## src/rtl/run_ctrl_pkg.sv

```systemverilog
// run_ctrl_pkg: shared types and constants for the run controller.
// Optional feature macro: RUN_CTRL_STEP_EN adds the PAUSE state used for single-stepping.
package run_ctrl_pkg;

   typedef enum logic [1:0] {
      ST_IDLE  = 2'd0,
      ST_RUN   = 2'd1,
`ifdef RUN_CTRL_STEP_EN
      ST_PAUSE = 2'd3,
`endif
      ST_DONE  = 2'd2
   } state_t;

   typedef enum logic [1:0] {
      REASON_NONE  = 2'b00,
      REASON_LIMIT = 2'b01,
      REASON_HALT  = 2'b10,
      REASON_ABORT = 2'b11
   } reason_t;

   localparam int          DEFAULT_CNT_W      = 16;
   localparam logic [15:0] DEFAULT_HALT_INSTR = 16'hFFFF;

endpackage

```

## src/rtl/run_ctrl_if.sv

```systemverilog
// run_ctrl_if: control/observation bundle between the system side and run_ctrl.
// Optional feature macro: RUN_CTRL_STEP_EN adds the step_mode/step signals.
interface run_ctrl_if
   import run_ctrl_pkg::*;
   #(parameter int CNT_W = DEFAULT_CNT_W);

   logic             start;
   logic             abort;
   logic [CNT_W-1:0] max_instr;
   logic             core_done;
   logic [15:0]      instruction;
`ifdef RUN_CTRL_STEP_EN
   logic             step_mode;
   logic             step;
`endif
   logic             run;
   logic             busy;
   logic             finished;
   logic [1:0]       halt_reason;
   logic [CNT_W-1:0] instr_count;

   modport master (
      output start, abort, max_instr, core_done, instruction,
`ifdef RUN_CTRL_STEP_EN
      output step_mode, step,
`endif
      input  run, busy, finished, halt_reason, instr_count
   );

   modport slave (
      input  start, abort, max_instr, core_done, instruction,
`ifdef RUN_CTRL_STEP_EN
      input  step_mode, step,
`endif
      output run, busy, finished, halt_reason, instr_count
   );

endinterface

```

## src/rtl/run_ctrl_sat_counter.sv

```systemverilog
// sat_counter: CNT_W-bit up counter with synchronous clear that sticks at all-ones.
module sat_counter #(
   parameter int CNT_W = 16
) (
   input  logic             clk,
   input  logic             reset,
   input  logic             clear,
   input  logic             enable,
   output logic [CNT_W-1:0] count
);

   // Count enabled cycles, clearing on reset or clear, and never wrapping past all-ones.
   always_ff @(posedge clk) begin
      if (reset || clear) begin
         count <= '0;
      end else if (enable && (count != '1)) begin
         count <= count + 1'b1;
      end
   end

endmodule

```

## src/rtl/run_ctrl.sv

```systemverilog
// run_ctrl: launches the core on start, holds run high while executing, counts
// retirements and stops on instruction limit, halt instruction or abort.
// Optional feature macro: RUN_CTRL_STEP_EN enables step_mode/step single-stepping.
module run_ctrl
   import run_ctrl_pkg::*;
   #(
   parameter int          CNT_W      = DEFAULT_CNT_W,
   parameter logic [15:0] HALT_INSTR = DEFAULT_HALT_INSTR
) (
   input  logic     clk,
   input  logic     reset,
   run_ctrl_if.slave bus
);

   state_t           state;
   reason_t          reason_q;
   logic [CNT_W-1:0] limit_q;
   logic [CNT_W-1:0] count_plus;
   logic             run_q;
   logic             busy_q;
   logic             finished_q;
   logic             accept;
   logic             retire;
   logic             hit_limit;
   logic             is_halt;
`ifdef RUN_CTRL_STEP_EN
   logic             step_mode_q;
`endif

   // A retirement only counts while the core is actually running; a start only
   // counts from IDLE. The limit test uses the pre-increment count plus one, so a
   // saturated count never matches a nonzero limit.
   assign accept     = (state == ST_IDLE) && bus.start;
   assign retire     = (state == ST_RUN) && bus.core_done;
   assign count_plus = bus.instr_count + 1'b1;
   assign hit_limit  = (limit_q != '0) && (count_plus == limit_q);
   assign is_halt    = (bus.instruction == HALT_INSTR);

   assign bus.run         = run_q;
   assign bus.busy        = busy_q;
   assign bus.finished    = finished_q;
   assign bus.halt_reason = reason_q;

   sat_counter #(.CNT_W(CNT_W)) u_count (
      .clk    (clk),
      .reset  (reset),
      .clear  (accept),
      .enable (retire),
      .count  (bus.instr_count)
   );

   // Run sequencing FSM with registered run/busy/finished/halt_reason outputs.
   always_ff @(posedge clk) begin
      if (reset) begin
         state       <= ST_IDLE;
         reason_q    <= REASON_NONE;
         limit_q     <= '0;
         run_q       <= 1'b0;
         busy_q      <= 1'b0;
         finished_q  <= 1'b0;
`ifdef RUN_CTRL_STEP_EN
         step_mode_q <= 1'b0;
`endif
      end else begin
         finished_q <= 1'b0;
         case (state)
            ST_IDLE: begin
               if (bus.start) begin
                  limit_q  <= bus.max_instr;
                  reason_q <= REASON_NONE;
                  busy_q   <= 1'b1;
`ifdef RUN_CTRL_STEP_EN
                  step_mode_q <= bus.step_mode;
                  if (bus.step_mode) begin
                     state <= ST_PAUSE;
                     run_q <= 1'b0;
                  end else begin
                     state <= ST_RUN;
                     run_q <= 1'b1;
                  end
`else
                  state <= ST_RUN;
                  run_q <= 1'b1;
`endif
               end
            end
            ST_RUN: begin
               if (bus.abort) begin
                  state      <= ST_DONE;
                  reason_q   <= REASON_ABORT;
                  run_q      <= 1'b0;
                  finished_q <= 1'b1;
               end else if (bus.core_done && is_halt) begin
                  state      <= ST_DONE;
                  reason_q   <= REASON_HALT;
                  run_q      <= 1'b0;
                  finished_q <= 1'b1;
               end else if (bus.core_done && hit_limit) begin
                  state      <= ST_DONE;
                  reason_q   <= REASON_LIMIT;
                  run_q      <= 1'b0;
                  finished_q <= 1'b1;
`ifdef RUN_CTRL_STEP_EN
               end else if (bus.core_done && step_mode_q) begin
                  state <= ST_PAUSE;
                  run_q <= 1'b0;
`endif
               end
            end
`ifdef RUN_CTRL_STEP_EN
            ST_PAUSE: begin
               if (bus.abort) begin
                  state      <= ST_DONE;
                  reason_q   <= REASON_ABORT;
                  finished_q <= 1'b1;
               end else if (bus.step) begin
                  state <= ST_RUN;
                  run_q <= 1'b1;
               end
            end
`endif
            ST_DONE: begin
               state  <= ST_IDLE;
               busy_q <= 1'b0;
            end
            default: begin
               state  <= ST_IDLE;
               run_q  <= 1'b0;
               busy_q <= 1'b0;
            end
         endcase
      end
   end

endmodule

```

## src/flat_wrapper.sv

```systemverilog
// flat-port wrapper written by rule: the top's interface ports become plain ports
module run_ctrl_flat import run_ctrl_pkg::*;
#(
   parameter int          CNT_W      = DEFAULT_CNT_W,
   parameter logic [15:0] HALT_INSTR = DEFAULT_HALT_INSTR
)
  (clk, reset, bus_start, bus_abort, bus_max_instr, bus_core_done, bus_instruction, bus_run, bus_busy, bus_finished, bus_halt_reason, bus_instr_count);
  run_ctrl_if #(.CNT_W(CNT_W)) bus_i ();
  input  logic clk;
  input  logic reset;
  input wire logic [$bits(bus_i.start)-1:0] bus_start;
  input wire logic [$bits(bus_i.abort)-1:0] bus_abort;
  input wire logic [$bits(bus_i.max_instr)-1:0] bus_max_instr;
  input wire logic [$bits(bus_i.core_done)-1:0] bus_core_done;
  input wire logic [$bits(bus_i.instruction)-1:0] bus_instruction;
  output wire logic [$bits(bus_i.run)-1:0] bus_run;
  output wire logic [$bits(bus_i.busy)-1:0] bus_busy;
  output wire logic [$bits(bus_i.finished)-1:0] bus_finished;
  output wire logic [$bits(bus_i.halt_reason)-1:0] bus_halt_reason;
  output wire logic [$bits(bus_i.instr_count)-1:0] bus_instr_count;
  assign bus_i.start = bus_start;
  assign bus_i.abort = bus_abort;
  assign bus_i.max_instr = bus_max_instr;
  assign bus_i.core_done = bus_core_done;
  assign bus_i.instruction = bus_instruction;
  assign bus_run = bus_i.run;
  assign bus_busy = bus_i.busy;
  assign bus_finished = bus_i.finished;
  assign bus_halt_reason = bus_i.halt_reason;
  assign bus_instr_count = bus_i.instr_count;
  run_ctrl #(.CNT_W(CNT_W), .HALT_INSTR(HALT_INSTR)) u_core (.clk(clk), .reset(reset), .bus(bus_i));
endmodule
```

## config.mk

```make
export PLATFORM = sky130hd
export DESIGN_NAME = run_ctrl_flat
export DESIGN_NICKNAME = d
export VERILOG_FILES = /design/src/rtl/run_ctrl_pkg.sv /design/src/rtl/run_ctrl_if.sv /design/src/rtl/run_ctrl_sat_counter.sv /design/src/rtl/run_ctrl.sv /design/src/flat_wrapper.sv
export SDC_FILE = /design/constraint.sdc
export NUM_CORES = 1
export LEC_CHECK = 0
export BUFFER_PORTS_ARGS = -buffer_cell sky130_fd_sc_hd__clkbuf_2
export CORE_MARGIN = 5
export CORE_UTILIZATION = 56
export CTS_CLUSTER_DIAMETER = 40
export DETAILED_ROUTE_END_ITERATION = 8
export GPL_ROUTABILITY_DRIVEN = 0
export HOLD_SLACK_MARGIN = 0.08
export PLACE_DENSITY = 0.84
export SYNTH_ARGS = -nofsm -noshare
export SYNTH_HDL_FRONTEND = slang
export SYNTH_SLANG_ARGS = --single-unit
```

## constraint.sdc

```tcl
create_clock -name clk -period 4.8 [get_ports clk]
set_input_delay 0.72 -clock clk [delete_from_list [all_inputs] [get_ports clk]]
set_output_delay 0.72 -clock clk [all_outputs]
set_load 0.02 [all_outputs]
```

==> results by group <==
Placement
  – Placed cell area: around 2400 µm²
  – Hpwl dp: approximately 3900 µm
  – DP Worst Slack: between 2000 and 2500 ps
  – Placed cells: around 350
  – Port bufs: 57

Worst setup path
  – WS Path Type: reg2reg
  – R2R setup slack: ~2200 ps
  – Worst r2r src: u_core.u_count.count[0]
  – Setup crit end kind: flop
  – CP max stage cell: or4bb_1
  – Critical path peak fanout: 9
  – Crit. Startpoint: u_core.u_count.count[0]
  – FF-to-FF End: u_core.bus.halt_reason[0]
  – Critical Path RT: ~5000 ps
  – Crit-path cells: ha_1 > nand3_1 > or4bb_1 > o2111ai_1 > o22ai_1 > or4_1 > o22ai_2 > mux2i_1
  – R2R depth: 8
  – CP max stage delay: between 500 and 600 ps
  – Arr. time, crit path: ~2800 ps
  – Crit path to: u_core.bus.halt_reason[0]
  – Setup crit start kind: flop

Clock tree
  – Buffer depth of the longest clock path: 2
  – CTS Buf Count: 5
  – CTS tree: done
  – Htree depth: 2
  – Post-CTS Resized: 0
  – Postcts setup bufs: 0
  – Clock sink count: 39
  – Clock slew at reported path FFs: approximately 80 ps
  – Root buffer cell: clkbuf_8
  – CTS hold repair buffers: 0
  – Clock Latency Late Sink: 300 ps

Layout
  – Filler Cell Count: between 300 and 400
  – Final nets: 350
  – Layout cells sized above 1: 24.3%
  – Layout area overhead: 17.9%
  – Cell Count, Final, Fillers Out: about 360
  – Design Area, Final: 2530 µm²
  – Ant diodes: 0

STA
  – Final Hold Fails: 0
  – Final Skew: roughly 6.8 ps
  – Worst Tran Pin Value: a little over 600 ps
  – Tmin final: approximately 2600 ps
  – RSZ-0062 raised after global routing: false
  – Fin crit share: 53.8%
  – Count of final setup violators: 0
  – TNS Setup: 0 ps
  – Max Freq: a little under 400 MHz
  – Post-route setup slack: ~2200 ps
  – Rel. slew slack: approximately three fifths
  – Slew Limit Fails: 0

Detailed routing
  – First DRT Iteration DRCs: a little over 200
  – Post-route ant nets: 0
  – Total Routed Length: between 5000 and 6000 µm
  – First-pass detailed-route iteration total: 4
  – Vias/cell: 5.58
  – Remaining routing DRC violations: 0
  – Routed via count: between 2000 and 2500
  – WL per Instance: 14.2 µm

Synthesis
  – Post-synth EDFFs: 0
  – Yosys cell types: 51
  – Part of the Yosys area used for sequential elements: between 30% and 40%
  – Syn_nets: approximately 300
  – Post-synthesis area per instance: between 8 and 9 µm²
  – Netlist Area Pre-Place: roughly 2100 µm²
  – Area leader, netlist: dfxtp_1
  – Post-synth top flop: dfxtp_1
  – Post-Syn Instances: 261
  – FF+latch count, synth: 39
  – Most frequent cell after synthesis: nand2_1
  – Synth top cells by count: nand2_1 (45), dfxtp_1 (39), a21oi_1 (24), nor2_1 (20), xnor2_1 (16)
  – Top cells by area, synth: dfxtp_1 (36%), nand2_1 (7.9%), xnor2_1 (6.5%), xor2_1 (6.1%), a21oi_1 (5.6%)
  – Fraction of registers with async set/reset: 0%
  – Synth warnings: 0
  – Yosys top cell area share: 36.4%

Global routing
  – Met2 GRT Util: 34.0%
  – Met1 Resource Use GR: 28.2%
  – First-pass GRT wire length: about 8800 µm
  – Grt peak-use layer: met2
  – Met3 Use GR: a little over 5%
  – Antenna violations before repair: 0
  – Largest net degree at the start of global routing: 24
  – GR Overflow Total: 0
  – Number of global-route vias before repair: about 1900
  – Tot GR Track Use: a little over a fifth

Pwr
  – Maximum vdd drop: around 0.21 mV
  – Pleak: approximately 0.001 µW
  – Power Density: roughly 290 nW/µm²

Die
  – Die height: ~72 µm
  – Initial Util: between 50% and 60%
  – DIE WIDTH: about 72 µm
  – Ports: between 50 and 60
  – Die area: just over 5000 µm²
  – Cell Rows: 22
  – Core Box Area: 3690 µm²

Job
  – Max_cap viols: 0

Run status
  – Status: finished, final reports clean

Min path
  – Worst hold path class: reg2reg
==> routing by layer <==
layer | part of all wire [%] | vias to the layer above
met3 | 7.1 | 8
li1 | - | 1028
met1 | 46 | 908
met2 | 46 | 70
met4 | 1.2 | 0
met5 | 0 | -
==> final cells by class <==
| class | instances | area, µm² | share of cell area, % |
|---|---|---|---|
| inverters | 5 | 18.8 | 0.743 |
| clock buffers | 5 | 68.8 | 2.72 |
| well taps | 48 | 60.1 | 2.38 |
| flip-flops and latches | 39 | 781 | 30.9 |
| multi-input cells | 203 | 1260 | 49.8 |
| clock inverters | 3 | 47.5 | 1.88 |
| repair buffers | 58 | 293 | 11.6 |
==> worst max-delay path, delay by kind of cell, from the launching register on <==
kind | cells | cell delay [ps]
AO/OA/AOI/OAI | 3 | 360
adder cells (fa/ha/maj) | 1 | 370
flip-flops | 1 | 480
multiplexers | 1 | 180
AND/OR/NAND/NOR | 3 | 1120
==> power breakdown <==
| group | switching, µW | internal, µW | total (µW) |
|---|---|---|---|
| Combinational | 53.6 | 41.4 | 95.1 |
| Sequential | 14.3 | 337 | 351 |
| Clock | 121 | 157 | 279 |
| Total | 189 | 536 | 725 |
==> cell usage in the layout (no fill, tap or decap), drive strengths merged, types with 2 or more instances in the layout <==
cell type	Yosys	final
nor4	8	8
inv	5	6
and4	2	2
o21ai	5	5
nand2b	5	5
dfxtp	39	39
o211ai	2	2
mux2i	2	2
nand4	14	14
o22ai	4	4
and2b	3	3
clkbuf	6	62
a21oi	24	24
nand2	45	45
xnor2	16	16
xor2	15	15
and3	3	3
or4	3	3
a311oi	2	2
nor2b	2	2
nand3b	2	2
nand3	10	10
o2111ai	2	2
nor2	20	20
==> stage by stage <==
stage               power (µW)  hold slack, ps  utilization [%]
finish                     725             472             68.5
global route               758             505             68.5
CTS                        730             476             68.5
floorplan                  420             442                -
global placement           450             461             65.4
detailed placement         453             462             65.4
==> worst min path at each step <==
stage / from / endpoint / cells past startpoint
after floorplan: u_core.state[0] / u_core.bus.run / 1
after global placement: u_core.state[0] / u_core.bus.run / 1
after detailed placement: u_core.bus.halt_reason[0] / u_core.bus.halt_reason[0] / 2
after CTS: u_core.bus.halt_reason[0] / u_core.bus.halt_reason[0] / 2
after global routing: u_core.bus.halt_reason[0] / u_core.bus.halt_reason[0] / 2
final: u_core.bus.halt_reason[0] / u_core.bus.halt_reason[0] / 2
==> sequential cells by signal, indices dropped and copies added (netlist names) <==
| register | cells |
|---|---|
| u_core.limit_q | 16 |
| u_core.bus.finished | 1 |
| u_core.state | 2 |
| u_core.bus.busy | 1 |
| u_core.bus.run | 1 |
| u_core.bus.halt_reason | 2 |
| u_core.u_count.count | 16 |
==> cell families (layout without fill, tap and decap cells) <==
| family | after synthesis | after routing | share of synthesized area (%) |
|---|---|---|---|
| compound gates | 45 | 45 | 13.0 |
| xor+xnor | 31 | 31 | 12.7 |
| fa+ha+maj | 1 | 1 | 0.584 |
| buf+inv | 19 | 71 | 4.84 |
| flops | 39 | 39 | 36.4 |
| mux | 2 | 2 | 0.934 |
| simple gates | 124 | 124 | 31.5 |
(Power assumes the default switching activity.)
